## src/rtl/mem_port_arbiter_pkg.sv

```systemverilog
// Shared types and constants for the unified instruction/data memory port.
// RW_* encodings are also used by the data memory and the RAM_CTRL decode.
package mem_port_arbiter_pkg;

  typedef enum logic [1:0] {
    ARB_IDLE   = 2'd0,
    ARB_BUSY_I = 2'd1,
    ARB_BUSY_D = 2'd2
  } arb_state_e;

  localparam logic [1:0] FETCH_SIZE = 2'b10;
  localparam logic       RW_READ    = 1'b0;
  localparam logic       RW_WRITE   = 1'b1;

  // Enough for MEM_LAT up to 15.
  localparam int CNT_W = 4;

  // Width of a counter that must reach lim; never narrower than one bit.
  function automatic int starve_w(input int lim);
    return (lim < 1) ? 1 : $clog2(lim + 1);
  endfunction

endpackage

```

## src/rtl/mem_port_arbiter_arb_priority.sv

```systemverilog
// Winner select for the shared memory port: data normally wins a tie,
// fetch wins once the starvation counter has reached its limit.
module arb_priority
  import mem_port_arbiter_pkg::*;
#(
  parameter  int STARVE_LIM = 4,
  localparam int SW         = starve_w(STARVE_LIM)
) (
  input  logic          if_elig_i,
  input  logic          d_elig_i,
  input  logic [SW-1:0] starve_cnt_i,
  output logic          grant_if_o,
  output logic          grant_d_o
);

  localparam logic [SW-1:0] STARVE_MAX = SW'(STARVE_LIM);

  logic starved;

  assign starved = (starve_cnt_i == STARVE_MAX);

  always_comb begin
    grant_if_o = 1'b0;
    grant_d_o  = 1'b0;
    if (if_elig_i && d_elig_i) begin
      grant_if_o = starved;
      grant_d_o  = ~starved;
    end else begin
      grant_if_o = if_elig_i;
      grant_d_o  = d_elig_i;
    end
  end

endmodule

```

## src/rtl/mem_port_arbiter.sv

```systemverilog
// Arbitrates instruction fetch and MEM-stage data access onto one
// single-ported memory with fixed-latency transactions and ready pulses.
module mem_port_arbiter
  import mem_port_arbiter_pkg::*;
#(
  parameter int ADDR_W     = 8,
  parameter int DATA_W     = 32,
  parameter int MEM_LAT    = 2,
  parameter int STARVE_LIM = 4
) (
  input  logic              clk,
  input  logic              reset,
  input  logic              if_req,
  input  logic [ADDR_W-1:0] if_addr,
  output logic [DATA_W-1:0] if_rdata,
  output logic              if_ready,
  input  logic              d_req,
  input  logic              d_rw,
  input  logic [1:0]        d_size,
  input  logic [ADDR_W-1:0] d_addr,
  input  logic [DATA_W-1:0] d_wdata,
  output logic [DATA_W-1:0] d_rdata,
  output logic              d_ready,
  output logic              mem_en,
  output logic              mem_rw,
  output logic [1:0]        mem_size,
  output logic [ADDR_W-1:0] mem_addr,
  output logic [DATA_W-1:0] mem_wdata,
  input  logic [DATA_W-1:0] mem_rdata,
  output logic              stall_if,
  output logic              stall_mem
);

  localparam int                SW         = starve_w(STARVE_LIM);
  localparam logic [CNT_W-1:0]  CNT_LOAD   = CNT_W'(MEM_LAT - 1);
  localparam logic [SW-1:0]     STARVE_MAX = SW'(STARVE_LIM);

  arb_state_e        state_q, state_d;
  logic [CNT_W-1:0]  cnt_q, cnt_d;
  logic [SW-1:0]     starve_q, starve_d;

  logic              mem_en_q, mem_en_d;
  logic              mem_rw_q, mem_rw_d;
  logic [1:0]        mem_size_q, mem_size_d;
  logic [ADDR_W-1:0] mem_addr_q, mem_addr_d;
  logic [DATA_W-1:0] mem_wdata_q, mem_wdata_d;

  logic [DATA_W-1:0] if_rdata_q, if_rdata_d;
  logic              if_ready_q, if_ready_d;
  logic [DATA_W-1:0] d_rdata_q, d_rdata_d;
  logic              d_ready_q, d_ready_d;

  logic if_elig, d_elig;
  logic grant_if, grant_d;
  logic done, arb_now;

  // A requester acknowledged this cycle must not be re-granted before it drops.
  assign if_elig = if_req & ~if_ready_q;
  assign d_elig  = d_req  & ~d_ready_q;

  assign done    = (state_q != ARB_IDLE) && (cnt_q == '0);
  assign arb_now = (state_q == ARB_IDLE) || done;

  arb_priority #(
    .STARVE_LIM (STARVE_LIM)
  ) u_arb_priority (
    .if_elig_i    (if_elig),
    .d_elig_i     (d_elig),
    .starve_cnt_i (starve_q),
    .grant_if_o   (grant_if),
    .grant_d_o    (grant_d)
  );

  always_comb begin
    state_d     = state_q;
    cnt_d       = cnt_q;
    starve_d    = starve_q;
    mem_en_d    = mem_en_q;
    mem_rw_d    = mem_rw_q;
    mem_size_d  = mem_size_q;
    mem_addr_d  = mem_addr_q;
    mem_wdata_d = mem_wdata_q;
    if_rdata_d  = if_rdata_q;
    d_rdata_d   = d_rdata_q;
    if_ready_d  = 1'b0;
    d_ready_d   = 1'b0;

    if ((state_q != ARB_IDLE) && !done) begin
      cnt_d = cnt_q - 1'b1;
    end

    if (done) begin
      if (state_q == ARB_BUSY_I) begin
        if_rdata_d = mem_rdata;
        if_ready_d = 1'b1;
      end else begin
        if (mem_rw_q == RW_READ) begin
          d_rdata_d = mem_rdata;
        end
        d_ready_d = 1'b1;
      end
    end

    // Completion and the next grant share an edge, keeping mem_en high back-to-back.
    if (arb_now) begin
      if (grant_if) begin
        state_d     = ARB_BUSY_I;
        cnt_d       = CNT_LOAD;
        starve_d    = '0;
        mem_en_d    = 1'b1;
        mem_rw_d    = RW_READ;
        mem_size_d  = FETCH_SIZE;
        mem_addr_d  = if_addr;
        mem_wdata_d = '0;
      end else if (grant_d) begin
        state_d     = ARB_BUSY_D;
        cnt_d       = CNT_LOAD;
        mem_en_d    = 1'b1;
        mem_rw_d    = d_rw;
        mem_size_d  = d_size;
        mem_addr_d  = d_addr;
        mem_wdata_d = d_wdata;
        if (if_elig && (starve_q != STARVE_MAX)) begin
          starve_d = starve_q + 1'b1;
        end
      end else begin
        state_d  = ARB_IDLE;
        mem_en_d = 1'b0;
        mem_rw_d = RW_READ;
      end
    end
  end

  always_ff @(posedge clk or negedge reset) begin
    if (!reset) begin
      state_q     <= ARB_IDLE;
      cnt_q       <= '0;
      starve_q    <= '0;
      mem_en_q    <= 1'b0;
      mem_rw_q    <= 1'b0;
      mem_size_q  <= '0;
      mem_addr_q  <= '0;
      mem_wdata_q <= '0;
      if_rdata_q  <= '0;
      if_ready_q  <= 1'b0;
      d_rdata_q   <= '0;
      d_ready_q   <= 1'b0;
    end else begin
      state_q     <= state_d;
      cnt_q       <= cnt_d;
      starve_q    <= starve_d;
      mem_en_q    <= mem_en_d;
      mem_rw_q    <= mem_rw_d;
      mem_size_q  <= mem_size_d;
      mem_addr_q  <= mem_addr_d;
      mem_wdata_q <= mem_wdata_d;
      if_rdata_q  <= if_rdata_d;
      if_ready_q  <= if_ready_d;
      d_rdata_q   <= d_rdata_d;
      d_ready_q   <= d_ready_d;
    end
  end

  assign mem_en    = mem_en_q;
  assign mem_rw    = mem_rw_q;
  assign mem_size  = mem_size_q;
  assign mem_addr  = mem_addr_q;
  assign mem_wdata = mem_wdata_q;
  assign if_rdata  = if_rdata_q;
  assign if_ready  = if_ready_q;
  assign d_rdata   = d_rdata_q;
  assign d_ready   = d_ready_q;

  assign stall_if  = if_req & ~if_ready_q;
  assign stall_mem = d_req & ~d_ready_q;

endmodule

```

## config.mk

```make
export PLATFORM = sky130hd
export DESIGN_NAME = mem_port_arbiter
export DESIGN_NICKNAME = d
export VERILOG_FILES = /design/src/rtl/mem_port_arbiter_pkg.sv /design/src/rtl/mem_port_arbiter_arb_priority.sv /design/src/rtl/mem_port_arbiter.sv
export SDC_FILE = /design/constraint.sdc
export NUM_CORES = 1
export LEC_CHECK = 0
export CAP_MARGIN = 10
export CELL_PAD_IN_SITES_DETAIL_PLACEMENT = 0
export CELL_PAD_IN_SITES_GLOBAL_PLACEMENT = 1
export CORE_MARGIN = 1
export CORE_UTILIZATION = 36
export DETAILED_ROUTE_END_ITERATION = 8
export GPL_TIMING_DRIVEN = 0
export PLACE_DENSITY = 0.83
export SYNTH_ARGS = -nofsm -noshare
export SYNTH_HDL_FRONTEND = slang
export SYNTH_SLANG_ARGS = --single-unit
```

## constraint.sdc

```tcl
create_clock -name clk -period 3.4 [get_ports clk]
set_input_delay 0.51 -clock clk [delete_from_list [all_inputs] [get_ports clk]]
set_output_delay 0.51 -clock clk [all_outputs]
set_load 0.01 [all_outputs]
```

==> results.json, run 1 <==
{
  "status": "completed",
  "cts_tree": "built",
  "vias": 3725,
  "root_buffer": "clkbuf_16",
  "cts-htree-levels": 4,
  "drc": 0,
  "syn_to_final_growth_pct": 57.3,
  "min-delay-start": "mem_wdata[17]$_DFFE_PN0P_",
  "synth_top_area_frac": 0.609,
  "viasPerCell": 4.69,
  "cp_data_required_time_ns": 2.89,
  "clock_latency_ns": 0.41,
  "die_h_um": 119,
  "hold_depth": 2,
  "fin_skew_ns": 0.00913,
  "grt_use_total": 0.187,
  "die_w_um": 119,
  "p_sw_mw": 2.30,
  "ys_types": 32,
  "cts.clk_slew.worst_paths_ns": 0.05,
  "ff2ff_path_depth": 7,
  "dpl_worst_slack_ns": 0.955,
  "yosysTopAreaCell": "dfrtp_1",
  "r2r-end": "mem_wdata[4]$_DFFE_PN0P_",
  "synth_seq_cells": 119,
  "reg2reg_setup_slack_ns": 1.38,
  "leakagePower_nw": 3.37,
  "peakVddDrop_mv": 0.383,
  "synth_area_leaders": "dfrtp_1, mux2_4, mux2_2",
  "cp-start-kind": "primary input",
  "final_common_cell": "clkdlybuf4s50_1",
  "yosysWarnings": 0,
  "setup_viol_count_final": 0,
  "rsz0062_at_grt": "false",
  "post-place-cells": 765,
  "comb_power_share": 0.442,
  "power_density_mw_per_mm2": 970,
  "grt_overflow": 0,
  "maxCapViolations": 0,
  "start_util": 0.369,
  "fp.coreArea_sq_mm": 0.0132,
  "avgSynthCellArea_sq_um": 12.5,
  "n_antenna_cell": 0,
  "fmax_mhz": 416,
  "num_rows": 42,
  "cts_inserted_buffers": 17,
  "grt_pass1_vias": 3872,
  "grt_max_degree": 98,
  "cp.arrival_ns": 1.90,
  "p_seq_frac": 0.334,
  "numClockSinks": 119,
  "hold_class": "reg2reg",
  "grt_first_pass_wirelength_mm": 20.0,
  "min_period_over_period": 0.708,
  "synth-edff-count": 0,
  "cts_resized": 0,
  "internal_power_mw": 5.16,
  "layout_min_cycle_time_ns": 2.41,
  "rr_startpoint": "starve_q[0]$_DFFE_PN0P_",
  "max_slew_margin": 0.665,
  "post_drt_wl_per_cell_um": 15.5,
  "fin_ws_ns": 0.994,
  "clkPwrFrac": 0.224,
  "worst_pin_slew_ns": 0.499,
  "final_layout_size_suffix_gt1_frac": 0.183,
  "io_buffers": 198,
  "wl_mm": 12.3,
  "clockBufferDepth": 2,
  "hold_viol_final": 0,
  "stdcell_count": 795,
  "swShare": 0.309,
  "die-area_sq_mm": 0.0141,
  "whs_endpoint": "mem_wdata[17]$_DFFE_PN0P_",
  "synthArstFlopShare": 1.00,
  "first_pass_iters": 5,
  "netlist_instances": 390,
  "final_max_slew_viol_count": 0,
  "critical_path_class": "in2out",
  "ios": 199,
  "antenna_found_initial": 0,
  "endpoint_kind": "output pin",
  "drtAntennaViolNets": 0,
  "syn_area_sq_mm": 0.00489,
  "dp_hpwl_mm": 9.00,
  "synth_nets": 480,
  "ys.flop_type": "dfrtp_1",
  "fin_nets": 699,
  "seq_area_frac_synth": 0.609,
  "cp_max_fo": 6,
  "final_cell_mix": "clkdlybuf4s50_1, dfrtp_1, nand2_1",
  "dr.first_iter.drc_count": 167,
  "gp_congestion": 0.766
}
-- worst max-delay path by stage --
stage / start / endpoint / slack, ns / depth (start not counted)
floorplan: cnt_q[0]$_DFF_PN0_ / d_rdata[10]$_DFFE_PN0P_ / 1.54 / 8
global placement: reset / if_rdata[18]$_DFFE_PN0P_ / -2.76 / 1
detailed placement: d_req / mem_wdata[4]$_DFFE_PN0P_ / 0.95 / 6
CTS: d_req / stall_mem / 0.99 / 4
global route: if_req / stall_if / 0.90 / 4
finish: d_req / stall_mem / 0.99 / 4
-- cell families (layout without fill, tap and decap cells) --
kind of cell             after synthesis  in the layout  share of synthesized area
adder cells (fa/ha/maj)                3              3                    0.00768
multiplexers                          72             72                      0.187
flip-flops                           119            119                      0.609
buffers and inverters                 28            257                     0.0358
AND/OR/NAND/NOR                      106            106                     0.0949
AO/OA/AOI/OAI                         62             62                     0.0660
-- flip-flops by register name, summed over array words and instances, names as in the netlist --
register	cells
mem_rw	1
cnt_q	4
mem_en	1
d_ready	1
mem_size	2
d_rdata	32
starve_q	3
state_q	2
mem_wdata	32
mem_addr	8
if_rdata	32
if_ready	1
-- per-layer routing --
metal,share of wire,GRT usage,vias up
met1,0.42,0.230,1813
met4,0.022,0.0847,0
li1,-,-,1758
met3,0.050,0.0536,23
met2,0.51,0.304,131
met5,0,0,-
-- critical path: stages --
cell and delay (ns):
clkdlybuf4s50_1 0.45, nand2b_1 0.17, inv_1 0.19, clkdlybuf4s50_1 0.56
-- per-stage QoR --
step / area, sq um / power, mW / utilization / hold slack [ns] / setup TNS (ns)
floorplan: 4890 / 4.06 / - / 0.214 / 0
global placement: 7090 / 5.74 / 0.536 / 0.462 / -326.59
detailed placement: 7120 / 5.84 / 0.538 / 0.378 / 0
CTS: 7690 / 7.57 / 0.581 / 0.482 / 0
global route: 7690 / 7.92 / 0.581 / 0.498 / 0
finish: 7690 / 7.46 / 0.581 / 0.477 / 0
-- cell usage after synthesis, types with 2 or more instances --
library cell and count:
a21oi_1 4, a22o_1 2, buf_12 3, buf_2 10, clkbuf_1 5, dfrtp_1 119, ha_1 3, inv_1 8
mux2_2 34, mux2_4 30, mux2i_1 8, nand2_1 82, nand2b_1 3, nor2_1 8, nor3_1 3, o21ai_0 52
-- cell type report --
cell class / count / area (sq um)
Tap cell: 176 / 220
Inverter: 8 / 30.0
Fill cell: 1108 / 5550
Clock buffer: 26 / 519
Buffer: 20 / 145
Timing Repair Buffer: 200 / 2020
Multi-Input combinational cell: 243 / 1740
Clock inverter: 3 / 40.0
Sequential cell: 119 / 2980
-- timing repair --
item                      CTS  global route
setup buffers               0             0
hold endpoints to repair   22             0
hold buffers                1             0
-- power by group through the flow --
stage               Clock [mW]  Sequential, mW  Combinational (mW)
detailed placement           0            2.51                3.33
CTS                       1.72            2.50                3.35
global route              1.78            2.58                3.57
finish                    1.67            2.49                3.30
floorplan                    0            2.77                1.30
global placement             0            2.47                3.27
Note: power is estimated with default switching activity, not from simulation.
==> run 2: changes to the inputs <==
--- a/config.mk
+++ b/config.mk
@@ -9,10 +9,10 @@
 export CELL_PAD_IN_SITES_DETAIL_PLACEMENT = 0
 export CELL_PAD_IN_SITES_GLOBAL_PLACEMENT = 1
 export CORE_MARGIN = 1
-export CORE_UTILIZATION = 36
+export CORE_UTILIZATION = 33
 export DETAILED_ROUTE_END_ITERATION = 8
 export GPL_TIMING_DRIVEN = 0
-export PLACE_DENSITY = 0.83
+export PLACE_DENSITY = 0.77
 export SYNTH_ARGS = -nofsm -noshare
 export SYNTH_HDL_FRONTEND = slang
 export SYNTH_SLANG_ARGS = --single-unit
==> constraint.sdc (replaced) <==
create_clock -name clk -period 2.4 [get_ports clk]
set_input_delay 0.36 -clock clk [delete_from_list [all_inputs] [get_ports clk]]
set_output_delay 0.36 -clock clk [all_outputs]
set_load 0.01 [all_outputs]
==> run 2 against run 1 <==
- non-clock buffer count stayed put
- wire length up 0.51%
- power rose by 46%
- count of clock-buffer cells in the layout fell by 3
- global-route usage decreased by 1.9 points
- sequential power is 41% higher
- combinational power up 42%
- setup slack got worse by 0.77 ns
- clock power increased by 63%
- critical path depth fell by 1
- critical endpoint unchanged
- highest routed layer unchanged
==> results.json, run 2 (synthesis results as in run 1) <==
{
  "status": "completed",
  "start_util": 0.338,
  "antenna_found_initial": 0,
  "final_cell_mix": "clkdlybuf4s50_1, dfrtp_1, nand2_1",
  "wl_mm": 12.4,
  "ios": 199,
  "dr_wl_met2_mm": 5.81,
  "cp-start-kind": "register",
  "leakagePower_nw": 3.41,
  "hold_class": "in2async",
  "cp_data_required_time_ns": 2.04,
  "num_rows": 44,
  "die-area_sq_mm": 0.0153,
  "critical_path_class": "reg2out",
  "vias": 3724,
  "dr.first_iter.drc_count": 151,
  "layout_min_cycle_time_ns": 2.17,
  "fillCellCount": 1254,
  "final_max_slew_viol_count": 0,
  "wl_met3_um": 965,
  "numClockSinks": 119,
  "cts.clk_slew.worst_paths_ns": 0.05,
  "power_density_mw_per_mm2": 1400,
  "swShare": 0.304,
  "wl_met1_mm": 5.37,
  "dp_hpwl_mm": 8.95,
  "cts_inserted_buffers": 17,
  "grt_pass1_vias": 3802,
  "worst_pin_slew_ns": 0.511,
  "n_antenna_cell": 0,
  "syn_to_final_growth_pct": 59.1,
  "io_buffers": 198,
  "first_pass_iters": 4,
  "cp.arrival_ns": 1.81,
  "grt_overflow": 0,
  "dpl_worst_slack_ns": 0.0997,
  "final_layout_size_suffix_gt1_frac": 0.188,
  "hold_viol_final": 0,
  "clkPwrFrac": 0.250,
  "drc": 0,
  "grt_first_pass_wirelength_mm": 19.3,
  "setup_viol_count_final": 0,
  "gp_congestion": 0.711,
  "fin_area_sq_mm": 0.00778,
  "place_area_sq_mm": 0.00713,
  "cp_max_fo": 6,
  "p_seq_frac": 0.322,
  "die_w_um": 124,
  "fp.coreArea_sq_mm": 0.0145,
  "clock_latency_ns": 0.41,
  "cts_resized": 0,
  "fin_ws_ns": 0.228,
  "rsz0062_at_grt": "false",
  "drtAntennaViolNets": 0,
  "post-route-util": 0.538,
  "peakVddDrop_mv": 0.560,
  "dr.max_layer_used": "met4",
  "max_slew_margin": 0.659,
  "cts-htree-levels": 4,
  "comb_power_share": 0.428,
  "fmax_mhz": 460,
  "cts_tree": "built",
  "min_period_over_period": 0.905,
  "fin_nets": 699,
  "viasPerCell": 4.63,
  "internal_power_mw": 7.60,
  "maxCapViolations": 0,
  "p_sw_mw": 3.32,
  "fin_skew_ns": 0.00819,
  "clockBufferDepth": 2,
  "root_buffer": "clkbuf_16",
  "post_drt_wl_per_cell_um": 15.4,
  "die_h_um": 124,
  "grt_max_degree": 68,
  "grt_use_total": 0.168,
  "final_common_cell": "clkdlybuf4s50_1",
  "postCtsSetupRepairBufs": 0,
  "endpoint_kind": "output pin"
}
-- run 2: cell types whose count changed in the layout (fill, tap and decap cells not counted) --
cell and delta:
bufinv_16 +3, clkbuf_1 -2, clkbuf_8 -1, clkinv_2 +1
clkinvlp_4 +1
-- run 2: power by group through the flow --
stage | Clock, mW | Combinational [mW] | Sequential [mW]
floorplan | 0 | 1.84 | 3.92
global placement | 0 | 4.65 | 3.50
detailed placement | 0 | 4.72 | 3.55
CTS | 2.80 | 4.75 | 3.53
global route | 2.88 | 5.09 | 3.66
finish | 2.73 | 4.67 | 3.52
-- run 2: timing repair --
action	CTS	global route
endpoints found under the hold margin	52	0
setup endpoints to repair	0	0
hold buffers	1	0
-- run 2: routing by layer --
layer  vias to the layer above  global-route usage
met5                         -                   0
met2                       128               0.262
met4                         0              0.0791
met3                        21              0.0577
li1                       1764                   -
met1                      1811               0.208
-- run 2: critical path: stages, from the launching register on --
cell,delay (ns)
dfrtp_1,0.37
nand2b_1,0.26
inv_1,0.19
clkdlybuf4s50_1,0.59
-- run 2: final timing paths --
check	cells after the start	slack, ns	endpoint	start
max in group asynchronous	3	1.22	mem_addr[7]$_DFFE_PN0P_	reset
min in group clk	2	0.48	mem_wdata[0]$_DFFE_PN0P_	mem_wdata[0]$_DFFE_PN0P_
hold / removal	2	0.47	d_rdata[30]$_DFFE_PN0P_	reset
setup reg to reg	7	0.37	mem_wdata[16]$_DFFE_PN0P_	starve_q[0]$_DFFE_PN0P_
setup / recovery	3	0.23	stall_mem	d_ready$_DFF_PN0_
hold reg to reg	2	0.48	mem_wdata[0]$_DFFE_PN0P_	mem_wdata[0]$_DFFE_PN0P_
-- run 2: cell type report --
type / count / area, sq um / area share
Buffer: 20 / 145 / 0.0186
Tap cell: 184 / 230 / 0.0296
Sequential cell: 119 / 2980 / 0.383
Multi-Input combinational cell: 243 / 1740 / 0.223
Timing Repair Buffer: 200 / 2020 / 0.260
Inverter: 8 / 30.0 / 0.00386
Clock inverter: 8 / 143 / 0.0183
Clock buffer: 23 / 498 / 0.0640
-- run 2: stage by stage --
step / TNS (ns) / cells / hold WS, ns / total power, mW
floorplan: 0 / 390 / 0.0644 / 5.76
CTS: 0 / 805 / 0.476 / 11.1
finish: 0 / 805 / 0.474 / 10.9
global route: 0 / 805 / 0.502 / 11.6
global placement: -440.02 / 772 / 0.461 / 8.15
detailed placement: 0 / 773 / 0.350 / 8.27
